**config.mk**
```make
export PLATFORM = sky130hd
export DESIGN_NAME = tdc_therm_gen
export DESIGN_NICKNAME = d
export VERILOG_FILES = /design/src/rtl/tdc_therm_gen.sv
export SDC_FILE = /design/constraint.sdc
export NUM_CORES = 1
export LEC_CHECK = 0
export BUFFER_PORTS_ARGS = -buffer_cell sky130_fd_sc_hd__buf_2
export CAP_MARGIN = 30
export CORE_UTILIZATION = 57
export DETAILED_ROUTE_END_ITERATION = 16
export PLACE_DENSITY = 0.87
export SYNTH_ARGS = -nofsm -noshare
export SYNTH_HDL_FRONTEND = slang
export SYNTH_SLANG_ARGS = --single-unit
```
**constraint.sdc**
```tcl
create_clock -name clk -period 5.23 [get_ports clk]
set_clock_uncertainty 0.2 [all_clocks]
set_input_delay 1.046 -clock clk [delete_from_list [all_inputs] [get_ports clk]]
set_output_delay 1.046 -clock clk [all_outputs]
set_load 0.05 [all_outputs]
```
**src/rtl/tdc_therm_gen.sv**
```systemverilog
// rtl/tdc_therm_gen.sv - thermometer-code word generator emulating a captured TDC delay line
//
// Purpose: turns a requested ones-count into an N-bit thermometer word x
// (x[k-1:0]=1, rest 0). Words are issued one at a time on request or as an
// automatic 0..N ramp. Each word is held for a programmable number of cycles.
//
// Ports:
//   clk          in   1       clock, all state on posedge
//   rst          in   1       asynchronous active-high reset
//   en           in   1       global enable; 0 freezes all state
//   cnt_valid    in   1       request a word with cnt ones
//   cnt_ready    out  1       request accepted when cnt_valid & cnt_ready
//   cnt          in   CW      requested ones count, saturates at N
//   hold_cycles  in   HOLD_W  cycles each word is held (0 acts as 1), sampled at start
//   sweep_start  in   1       pulse: start 0..N ramp
//   sweep_busy   out  1       high while ramp in progress
//   x            out  N       registered thermometer word
//   x_valid      out  1       one-cycle pulse when a new x is presented
//   x_cnt        out  CW      ones count of x, registered with x
module tdc_therm_gen #(
    parameter int N      = 64,
    parameter int HOLD_W = 8,
    localparam int CW    = $clog2(N) + 1
) (
    input  logic              clk,
    input  logic              rst,
    input  logic              en,
    input  logic              cnt_valid,
    output logic              cnt_ready,
    input  logic [CW-1:0]     cnt,
    input  logic [HOLD_W-1:0] hold_cycles,
    input  logic              sweep_start,
    output logic              sweep_busy,
    output logic [N-1:0]      x,
    output logic              x_valid,
    output logic [CW-1:0]     x_cnt
);

    localparam logic [CW-1:0] N_C = CW'(N);

    typedef enum logic [1:0] {
        IDLE  = 2'd0,
        HOLD  = 2'd1,
        SWEEP = 2'd2
    } state_t;

    state_t            state, state_n;
    logic [HOLD_W-1:0] ctr, ctr_n;
    // countdown reload value, captured once per request/sweep so that later
    // changes to hold_cycles cannot stretch or shorten the current operation
    logic [HOLD_W-1:0] rld, rld_n;
    logic [N-1:0]      x_n;
    logic [CW-1:0]     x_cnt_n;
    logic              x_valid_n;

    logic [CW-1:0]     cnt_sat;
    logic [HOLD_W-1:0] hold_ld;

    function automatic logic [N-1:0] therm(input logic [CW-1:0] k);
        logic [N-1:0] t;
        for (int i = 0; i < N; i++) begin
            t[i] = (CW'(i) < k);
        end
        return t;
    endfunction

    assign cnt_sat    = (cnt > N_C) ? N_C : cnt;
    assign hold_ld    = (hold_cycles == '0) ? '0 : hold_cycles - HOLD_W'(1);
    assign cnt_ready  = en & ~rst & (state == IDLE);
    assign sweep_busy = (state == SWEEP);

    always_comb begin
        state_n   = state;
        ctr_n     = ctr;
        rld_n     = rld;
        x_n       = x;
        x_cnt_n   = x_cnt;
        x_valid_n = 1'b0;
        unique case (state)
            IDLE: begin
                // a request takes priority; a simultaneous sweep_start is dropped
                if (cnt_valid && cnt_ready) begin
                    x_n       = therm(cnt_sat);
                    x_cnt_n   = cnt_sat;
                    x_valid_n = 1'b1;
                    ctr_n     = hold_ld;
                    rld_n     = hold_ld;
                    state_n   = HOLD;
                end else if (sweep_start && en) begin
                    x_n       = '0;
                    x_cnt_n   = '0;
                    x_valid_n = 1'b1;
                    ctr_n     = hold_ld;
                    rld_n     = hold_ld;
                    state_n   = SWEEP;
                end
            end
            HOLD: begin
                if (ctr != '0) begin
                    ctr_n = ctr - HOLD_W'(1);
                end else begin
                    state_n = IDLE;
                end
            end
            SWEEP: begin
                if (ctr != '0) begin
                    ctr_n = ctr - HOLD_W'(1);
                end else if (x_cnt < N_C) begin
                    // shifting a one in from the bottom keeps the word a thermometer code
                    x_n       = {x[N-2:0], 1'b1};
                    x_cnt_n   = x_cnt + CW'(1);
                    x_valid_n = 1'b1;
                    ctr_n     = rld;
                end else begin
                    state_n = IDLE;
                end
            end
            default: state_n = IDLE;
        endcase
    end

    always_ff @(posedge clk or posedge rst) begin
        if (rst) begin
            state   <= IDLE;
            ctr     <= '0;
            rld     <= '0;
            x       <= '0;
            x_cnt   <= '0;
            x_valid <= 1'b0;
        end else if (en) begin
            state   <= state_n;
            ctr     <= ctr_n;
            rld     <= rld_n;
            x       <= x_n;
            x_cnt   <= x_cnt_n;
            x_valid <= x_valid_n;
        end else begin
            // frozen: the current word stays put and is not re-announced on resume
            x_valid <= 1'b0;
        end
    end

endmodule

```
Word-level counts from Yosys, hierarchy flattened:

Index checks and enable logic that the tools add are counted.

* bits in registers: 90
* output and inout bits: 74
* logic and storage cells: 129

* $add $sub $neg: 3
* $lt $le $gt $ge: 66
* equal/unequal tests: 9
* mux-type cells: 30
* bitwise operators: 3
* reduce and logical (&&, ||, !) cells: 12

Operator list (count)
* 64-bit 2-to-1 mux: 4
* 6-bit by 7-bit < comparator with 1-bit output, first input constant: 32
* 64-bit case mux with 2 select lines: 1
* 5-bit by 7-bit < comparator with 1-bit output, first input constant: 16
* 4-bit by 7-bit < comparator with 1-bit output, first input constant: 8
* 8-bit 2-to-1 mux: 6
* 7-bit 2-to-1 mux: 5
* 3-bit by 7-bit < comparator with 1-bit output, first input constant: 4
* 8-bit case mux with 3 select lines: 1
* 8-bit by 1-bit subtractor with 8-bit output, second input constant: 2
* 5-bit AND reduction: 3
* 1-bit by 7-bit < comparator with 1-bit output, first input constant: 2
* 2-bit by 7-bit < comparator with 1-bit output, first input constant: 2
* 7-bit case mux with 2 select lines: 1
* 2-bit 2-to-1 mux: 5
* 8-bit logical NOT: 1
* 2-bit != test, second input constant: 4
* 8-bit nonzero test: 1
* 7-bit by 1-bit adder with 7-bit output, second input constant: 1
* 7-bit > comparator, second input constant: 1
* 7-bit < comparator, second input constant: 1
* 3-bit by 1-bit != test with 1-bit output, second input constant: 2
* 2-bit case mux with 3 select lines: 1
* 1-bit 2-to-1 mux: 5
* other kinds (11): 14

Depth between registers and ports, before layout:

Gate-level depths: netlist (run 1).

* depth after elaboration: 7
* depth in mapped cells: 10

Worst setup path before layout (run 1):

OpenSTA, ideal clock, no wires.

* path type: input -> output
* start point: input rst
* end point: output cnt_ready
* data arrival time: 3.635 ns
* required time: 3.984 ns
* setup slack: 0.349 ns
* cell stages on the path: 2
* path buffers: 0
* cells stage by stage: inv_1 -> and3_1

* longest elaborated chain between the ends: 3

Ends and longest elaborated chain
* start: declaration: line 26 `input logic rst,`
* 1-bit inverter: line 69 `assign cnt_ready = en & ~rst & (state == IDLE);`
* 1-bit bitwise AND (2 in series): line 69
* end: declaration: line 29 `output logic cnt_ready,`

Every way passes these cells.

Final worst setup path (run 1):

* start point: register state[0]
* end point: register x[58]

* longest elaborated chain between the ends: 5

Ends and longest elaborated chain
* start: declaration: line 47 `state_t state, state_n;`
* start signal: assignment: line 131 `state <= state_n;`
* 2-bit logical NOT: line 69, 79
* 1-bit bitwise AND: line 69
* 1-bit logical AND: line 82 `if (cnt_valid && cnt_ready) begin`
* 3-bit by 1-bit != test with 1-bit output (no line) or 64-bit 2-to-1 mux (tied branches)
* 5-bit AND reduction (no line) or 64-bit case mux with 2 select lines (tied branches)
* end signal: assignment: line 134 `x <= x_n;`
* end: declaration: line 34 `output logic [N-1:0] x,`

Parallel ways exist; a longest one is shown, timed or not.
A chain may end at the register's enable or synchronous reset.

==> results of run 1 <==
-- layout by cell type (no fill, tap or decap), types with 10 or more instances in the layout --
cell type,count
a31oi_1,25
o21ai_0,68
nor2_1,16
dfrtp_1,90
mux2i_1,10
mux2_1,24
a21oi_1,62
buf_2,94
buf_4,11
nand3_1,10
inv_1,28
nor3_1,17
nand2_1,55
a211oi_1,11
-- registers in the layout, indices dropped and copies added (netlist names) --
register	flops
x	64
ctr	8
rld	8
x_cnt	7
state	2
x_valid	1
-- layout make-up --
| type | instances | area share (%) |
|---|---|---|
| clock inverter | 7 | 1.08 |
| tap | 133 | 2.61 |
| inverter | 29 | 1.73 |
| sequential | 90 | 35.3 |
| multi-input combinational | 466 | 48.2 |
| clock buffer | 9 | 1.94 |
| timing repair buffer | 106 | 9.10 |
-- path summary, 6_finish.rpt --
path / from / end / slack, ns / cells after the start
max: state[0]$_DFFE_PP0P_ / x[58]$_DFFE_PP0P_ / 1.74 / 7
min: rld[2]$_DFFE_PP0P_ / rld[2]$_DFFE_PP0P_ / 0.30 / 2
max reg2reg: state[0]$_DFFE_PP0P_ / x[58]$_DFFE_PP0P_ / 1.74 / 7
min reg2reg: rld[2]$_DFFE_PP0P_ / rld[2]$_DFFE_PP0P_ / 0.30 / 2
max in group asynchronous: rst / x_cnt[1]$_DFFE_PP0P_ / 3.57 / 4
min in group asynchronous: rst / rld[2]$_DFFE_PP0P_ / 0.61 / 3
-- worst max-delay path, cell delays in order (launching register included) --
cell and delay [ns]:
dfrtp_1 0.42, inv_1 0.15, ha_4 0.52, buf_4 0.56, nand2b_1 0.28, o41a_1 0.51, nor2_8 0.24, mux2_1 0.41
-- per-layer routing --
metal	vias up	global-route usage (%)	part of all wire (%)
met1	2788	49.1	41
met2	423	47.8	43
met3	71	7.80	12
met5	-	0	0
li1	2555	-	-
met4	0	12.8	3.4
-- where the power goes --
| group | switching, mW | total (mW) | internal [mW] |
|---|---|---|---|
| registers | 0.326 | 1.34 | 1.02 |
| logic | 1.95 | 2.69 | 0.741 |
| clock network | 0.288 | 0.473 | 0.185 |
-- through the flow --
step	instances	util [%]	cell area, sq um
final	840	65.6	6380
after global routing	840	65.6	6380
after CTS	839	65.5	6370
after detailed placement	823	63.5	6180
after global placement	821	63.2	6150
after floorplan	639	-	5680
-- kinds of logic after synthesis --
logic type,Yosys count,synth area share (%)
compound gates,253,28.7
simple gates,164,15.7
flops,90,39.7
buf+inv,83,6.33
mux,40,7.71
fa+ha+maj,8,1.76
xor+xnor,1,0.154
==> flow_metrics.env, run 1 <==
export IMPL_synth_cells=639
export IMPL_overflow=0
export IMPL_power_total_mw=4.51
export IMPL_ys_seq_elements=90
export IMPL_drive_above_1_share_pct=20.1
export IMPL_status="finished, final reports clean"
export IMPL_numClockSinks=90
export IMPL_layout_min_cycle_time_ns=3.49
export IMPL_synth_common_cells="90 x dfrtp_1, 69 x o21ai_0, 62 x a21oi_1"
export IMPL_crit_type="reg -> reg"
export IMPL_worst_setup_path_end_kind="register"
export IMPL_p_leak_nw=2.82
export IMPL_first_pass_iters=5
export IMPL_regArea_sq_um=2250
export IMPL_cts_tree="built"
export IMPL_multiInputGateArea_sq_um=3080
export IMPL_clk_pin_slew_ns=0.10
export IMPL_drv_slew=0
export IMPL_pre_cts_slack_ns=1.90
export IMPL_port_buffers=93
export IMPL_final_hold_violation_count=0
export IMPL_timing_hold_ws_ns=0.303
export IMPL_num_rows=36
export IMPL_postCtsHoldBufs=0
export IMPL_ys_warn_count=0
export IMPL_grt_usage_pct=33.5
export IMPL_cp_start_kind="register"
export IMPL_setup_viol=0
export IMPL_nNetsFinal=730
export IMPL_async_flop_share_pct=100
export IMPL_cp_arrival_ns=3.54
export IMPL_antenna_found_initial=0
export IMPL_syn_area_sq_um=5680
export IMPL_grt_pass1_vias=5206
export IMPL_hp_class="reg -> reg"
export IMPL_tightest_slew_ns=1.01
export IMPL_cap_viol_max_count=0
export IMPL_routed_via_count=5837
export IMPL_critPathMaxFanout=55
export IMPL_post_route_period_util_pct=66.7
export IMPL_drc=0
export IMPL_rsz0062_at_grt="false"
export IMPL_dieArea_sq_um=10400
export IMPL_die_x_microns=102
export IMPL_worst_slack_ns=1.74
export IMPL_required_ns=5.29
export IMPL_synth_area_leaders="dfrtp_1 40%, o21ai_0 6.1%, a21oi_1 5.5%"
export IMPL_slew_headroom_pct=32.9
export IMPL_first_iter_violations=803
export IMPL_htreeDepth=3
export IMPL_synth_cell_types=70
export IMPL_post_cts_buffers=0
export IMPL_cts_inserted_buffers=9
export IMPL_gp_congestion=0.962
export IMPL_synth_edf_count=0
export IMPL_cts_resized=0
export IMPL_avgSynthCellArea_sq_um=8.88
export IMPL_dp_hpwl_microns=11800
export IMPL_synth_top_area_share_pct=39.7
export IMPL_fillCellCount=827
export IMPL_grt_max_degree=56
export IMPL_grt_pass1_wl_microns=27000
export IMPL_ant_nets=0
export IMPL_avgViaCountPerCell=6.95
export IMPL_coreArea_sq_um=9730
export IMPL_yosysMostFrequentCell="dfrtp_1"
export IMPL_start_util_pct=58.3
export IMPL_yosysSeqAreaShare_pct=39.7
export IMPL_max_freq_ghz=0.287
export IMPL_clock_latency_ns=0.38
export IMPL_wirelength_microns=16900
export IMPL_clockRootBuffer="clkbuf_8"
export IMPL_syn_num_nets=667
export IMPL_areaGrowthSynthToFinish_pct=12.4
export IMPL_wl_per_cell_microns=20.1
export IMPL_die_y_microns=102
export IMPL_cts_max_path_buffers=2
export IMPL_fin_tns_setup_ns=0
export IMPL_ir_drop_uv=537
export IMPL_yosysTopAreaCell="dfrtp_1"
export IMPL_ys_flop_type="dfrtp_1"
export IMPL_io_pins=94
export IMPL_diodes=0
export IMPL_pwr_density_cell_nw_per_um2=707
Power figures use the tool's default switching activity.
==> run 2, diff against run 1 <==
- CORE_UTILIZATION: 57 -> 52
- PLACE_DENSITY: 0.87 -> 0.83
- clock period: 5.23 -> 3.15 ns (I/O delays scaled with it)
==> flow_metrics.env, run 2 (same netlist as run 1, synthesis figures left out) <==
export IMPL_status="finished, final reports clean"
export IMPL_clock_latency_ns=0.36
export IMPL_wirelength_microns=17300
export IMPL_p_leak_nw=2.88
export IMPL_critPathMaxFanout=55
export IMPL_grt_max_degree=69
export IMPL_max_freq_ghz=0.361
export IMPL_overflow=0
export IMPL_grt_pass1_vias=5385
export IMPL_layout_min_cycle_time_ns=2.77
export IMPL_cap_viol_max_count=0
export IMPL_first_pass_iters=9
export IMPL_rsz0062_at_grt="false"
export IMPL_drc=0
export IMPL_num_rows=37
export IMPL_critPathSlowestCell="or3b_2"
export IMPL_placed_cells_incl_taps=840
export IMPL_routed_via_count=5809
export IMPL_crit_type="reg -> reg"
export IMPL_design_area_sq_um=6480
export IMPL_avgViaCountPerCell=6.79
export IMPL_antenna_found_initial=0
export IMPL_die_y_microns=106
export IMPL_dp_hpwl_microns=12100
export IMPL_clockRootBuffer="clkbuf_8"
export IMPL_dpl_cell_area_sq_um=6310
export IMPL_start_util_pct=54.3
export IMPL_registers_top_by_ff_count="x"
export IMPL_diodes=0
export IMPL_setup_viol=0
export IMPL_cp_startpoint="ctr[0]$_DFFE_PP0P_"
export IMPL_wl_per_cell_microns=20.2
export IMPL_grt_usage_pct=31.6
export IMPL_multiInputGateArea_sq_um=3080
export IMPL_htreeDepth=3
export IMPL_dieArea_sq_um=11300
export IMPL_grt_pass1_wl_microns=28200
export IMPL_numClockSinks=90
export IMPL_slew_headroom_pct=50.5
export IMPL_cp_start_kind="register"
export IMPL_ff2ff_path_depth=7
export IMPL_final_hold_violation_count=0
export IMPL_cts_max_path_buffers=2
export IMPL_first_iter_violations=821
export IMPL_areaGrowthSynthToFinish_pct=14.2
export IMPL_cts_inserted_buffers=9
export IMPL_post_route_period_util_pct=87.9
export IMPL_nNetsFinal=743
export IMPL_post_cts_buffers=0
export IMPL_fillCellCount=896
export IMPL_largest_register_ffs=64
export IMPL_layout_cells_most_common="buf_2"
export IMPL_pre_cts_slack_ns=0.402
export IMPL_fin_tns_setup_ns=0
export IMPL_drive_above_1_share_pct=21.4
export IMPL_slowest_delay_ns=0.47
export IMPL_layout_common_cells="93 x buf_2, 90 x dfrtp_1, 68 x o21ai_0"
export IMPL_cp_endpoint="x[32]$_DFFE_PP0P_"
export IMPL_tightest_slew_ns=0.737
export IMPL_pwr_density_cell_nw_per_um2=1160
export IMPL_required_ns=3.19
export IMPL_timing_hold_ws_ns=0.165
export IMPL_top_regs="x x64, ctr x8, rld x8"
export IMPL_ir_drop_uv=721
export IMPL_postCtsHoldBufs=0
export IMPL_r2r_start="ctr[0]$_DFFE_PP0P_"
export IMPL_coreArea_sq_um=10500
export IMPL_cts_resized=0
export IMPL_layoutNonFillerInstCount=856
export IMPL_cp_arrival_ns=2.80
export IMPL_ant_nets=0
export IMPL_regToRegEndpoint="x[32]$_DFFE_PP0P_"
export IMPL_port_buffers=93
export IMPL_drv_slew=0
export IMPL_die_x_microns=106
export IMPL_clk_pin_slew_ns=0.10
export IMPL_worst_setup_path_end_kind="register"
export IMPL_rrSetupSlack_ns=0.38
export IMPL_io_pins=94
export IMPL_worst_slack_ns=0.381
export IMPL_hp_class="in -> async"
export IMPL_cts_tree="built"
export IMPL_gp_congestion=0.944
export IMPL_regArea_sq_um=2250
export IMPL_worstPathCellList="inv_1 -> ha_1 -> or3b_2 -> o41a_1 -> nor2_8 -> buf_12 -> mux2_1"
run 2: changes by cell type in the layout (fill, tap and decap cells not counted), sizes merged:
cell and change:
inv -2, clkbuf +1, clkinv +1, buf +13
run 2: worst min-delay path by stage:
stage / depth (start not counted) / slack [ns] / from / to
after floorplan: 2 / 0.24 / rld[4]$_DFFE_PP0P_ / rld[4]$_DFFE_PP0P_
after global placement: 2 / 0.26 / rld[4]$_DFFE_PP0P_ / rld[4]$_DFFE_PP0P_
after detailed placement: 2 / 0.26 / rld[4]$_DFFE_PP0P_ / rld[4]$_DFFE_PP0P_
after CTS: 3 / 0.17 / rst / x[5]$_DFFE_PP0P_
after global routing: 3 / 0.18 / rst / x_cnt[3]$_DFFE_PP0P_
final: 3 / 0.17 / rst / x_cnt[3]$_DFFE_PP0P_
run 2: worst max-delay path: cells and delay by family (launching register included):
kind | cells | cell delay [ns]
flip-flops | 1 | 0.42
AO/OA/AOI/OAI | 1 | 0.47
buffers and inverters | 2 | 0.38
adder cells (fa/ha/maj) | 1 | 0.19
multiplexers | 1 | 0.36
AND/OR/NAND/NOR | 2 | 0.59
run 2: layout make-up:
type                            count  share of cell area, %
Tap cell                          136                   2.62
Sequential cell                    90                   34.7
Multi-Input combinational cell    466                   47.5
Inverter                           29                   1.74
Clock inverter                      6                  0.772
Timing Repair Buffer              119                   10.7
Clock buffer                       10                   1.97
run 2: power by group:
group	total, mW	internal [mW]	switching [mW]	leakage (nW)
combinational	4.56	1.30	3.26	1.64
clock	0.750	0.297	0.453	0.0888
sequential	2.23	1.69	0.539	1.15
run 2: routing by layer:
layer	vias up	track usage (%)	routed length, microns
met2	436	46.5	7650
met3	61	6.68	2030
met4	0	14.2	598
met5	-	0	0
met1	2748	44.8	7040
li1	2564	-	-
run 2: stage by stage:
stage / util, % / power (mW)
finish: 62.0 / 7.54
global route: 62.0 / 7.93
CTS: 62.0 / 7.46
detailed placement: 60.3 / 6.70
global placement: 59.9 / 6.58
floorplan: - / 5.53
==> run 3, diff against run 2 <==
- CORE_MARGIN: default -> 1
- REMOVE_ABC_BUFFERS: default -> 1
==> flow_metrics.env, run 3 (same netlist as run 1, synthesis figures left out) <==
export IMPL_cts_tree="built"
export IMPL_htreeDepth=3
export IMPL_p_sw_share_pct=55.2
export IMPL_p_int_mw=3.44
export IMPL_ir_drop_uv=668
export IMPL_wl_per_cell_microns=20.2
export IMPL_dp_hpwl_microns=11800
export IMPL_p_comb_share_pct=59.3
export IMPL_dieArea_sq_um=11300
export IMPL_worstPathCellList="inv_1 -> ha_1 -> or3b_2 -> o41a_1 -> nor2_8 -> buf_12 -> mux2_1"
export IMPL_max_freq_ghz=0.363
export IMPL_fillCellCount=944
export IMPL_die_y_microns=106
export IMPL_areaGrowthSynthToFinish_pct=14.7
export IMPL_required_ns=3.20
export IMPL_final_core_utilization_pct=62.3
export IMPL_cts_inserted_buffers=9
export IMPL_switchingPower_mw=4.24
export IMPL_grt_usage_pct=31.1
export IMPL_r2r_start="ctr[0]$_DFFE_PP0P_"
export IMPL_ant_nets=0
export IMPL_avgViaCountPerCell=6.71
export IMPL_rsz0062_at_grt="false"
export IMPL_p_leak_nw=2.90
export IMPL_die_x_microns=106
export IMPL_port_buffers=93
export IMPL_drv_slew=0
export IMPL_crit_buf_inv=2
export IMPL_slew_headroom_pct=37.2
export IMPL_final_hold_violation_count=0
export IMPL_status="finished, final reports clean"
export IMPL_top_regs="x x64, ctr x8, rld x8"
export IMPL_overflow=0
export IMPL_tightest_slew_ns=0.942
export IMPL_layout_cells_most_common="buf_2"
export IMPL_layout_common_cells="93 x buf_2, 90 x dfrtp_1, 68 x o21ai_0"
export IMPL_antenna_found_initial=0
export IMPL_setup_viol=0
export IMPL_cp_start_kind="register"
export IMPL_grt_max_degree=73
export IMPL_cp_arrival_ns=2.81
export IMPL_post_cts_buffers=0
export IMPL_clk_pin_slew_ns=0.09
export IMPL_pwr_share_clk_pct=11.8
export IMPL_drc=0
export IMPL_clock_latency_ns=0.37
export IMPL_num_rows=37
export IMPL_cp_startpoint="ctr[0]$_DFFE_PP0P_"
export IMPL_placed_cells_incl_taps=839
export IMPL_pwr_density_cell_nw_per_um2=1180
export IMPL_numClockSinks=90
export IMPL_first_iter_violations=855
export IMPL_first_pass_iters=6
export IMPL_critPathMaxFanout=31
export IMPL_slowest_delay_ns=0.47
export IMPL_cap_viol_max_count=0
export IMPL_layoutNonFillerInstCount=855
export IMPL_critPathSlowestCell="or3b_2"
export IMPL_layout_min_cycle_time_ns=2.76
export IMPL_diodes=0
export IMPL_grt_pass1_wl_microns=27800
export IMPL_routed_via_count=5737
export IMPL_crit_type="reg -> reg"
export IMPL_cts_resized=0
export IMPL_cts_max_path_buffers=2
export IMPL_post_route_period_util_pct=87.6
export IMPL_nNetsFinal=742
export IMPL_worst_setup_path_end_kind="register"
export IMPL_drive_above_1_share_pct=21.4
export IMPL_io_pins=94
export IMPL_wirelength_microns=17300
export IMPL_hp_class="in -> async"
export IMPL_clockRootBuffer="clkbuf_8"
export IMPL_coreArea_sq_um=10500
export IMPL_start_util_pct=54.3
export IMPL_grt_pass1_vias=5348
export IMPL_path_delay_family="simple AND/OR/NAND/NOR gates"
export IMPL_p_seq_share_pct=28.9
export IMPL_registers_top_by_ff_count="x"
export IMPL_postCtsHoldBufs=0
export IMPL_gp_congestion=0.919
export IMPL_largest_register_ffs=64
run 3: worst paths after layout:
| check | cells after the start | endpoint | slack [ns] |
|---|---|---|---|
| min in group clk | 2 | rld[7]$_DFFE_PP0P_ | 0.29 |
| worst min-delay path | 2 | x_valid$_DFF_PP0_ | 0.04 |
| worst min register to register | 2 | rld[7]$_DFFE_PP0P_ | 0.29 |
| worst max register to register | 7 | x[24]$_DFFE_PP0P_ | 0.39 |
| worst max-delay path | 7 | x[24]$_DFFE_PP0P_ | 0.39 |
| max in group asynchronous | 3 | x_cnt[0]$_DFFE_PP0P_ | 1.46 |
run 3: stage by stage:
| step | setup WS (ns) | instance area, sq um | TNS (ns) | hold WS [ns] | power (mW) |
|---|---|---|---|---|---|
| 2_1_floorplan | -2.21 | 5430 | -154.77 | 0.240 | 5.39 |
| 3_3_place_gp | 0.462 | 6280 | 0 | 0.266 | 6.60 |
| 3_5_place_dp | 0.408 | 6290 | 0 | 0.272 | 6.72 |
| 4_1_cts | 0.414 | 6510 | 0 | 0.0449 | 7.63 |
| 5_1_grt | 0.308 | 6510 | 0 | 0.0481 | 8.08 |
| 6_report | 0.392 | 6510 | 0 | 0.0404 | 7.68 |
run 3: final cells by class:
cell class	instances	area, sq um	area share, %
sequential	90	2250	34.6
clock buffer	9	124	1.90
timing repair buffer	118	678	10.4
clock inverter	7	101	1.56
multi-input combinational	466	3080	47.3
inverter	29	110	1.69
tap	136	170	2.61
run 3: per-layer routing:
metal | track usage (%) | up-vias | part of all wire (%)
met2 | 47.5 | 381 | 45
li1 | - | 2558 | -
met3 | 7.73 | 71 | 11
met4 | 11.4 | 0 | 2.9
met5 | 0 | - | 0
met1 | 42.7 | 2727 | 41
run 3: power groups by stage:
stage               clock, mW  sequential, mW  combinational [mW]
CTS                     0.916            2.20                4.51
global placement            0            2.18                4.42
detailed placement          0            2.22                4.50
finish                  0.907            2.22                4.56
global route            0.969            2.28                4.83
floorplan                   0            3.55                1.84
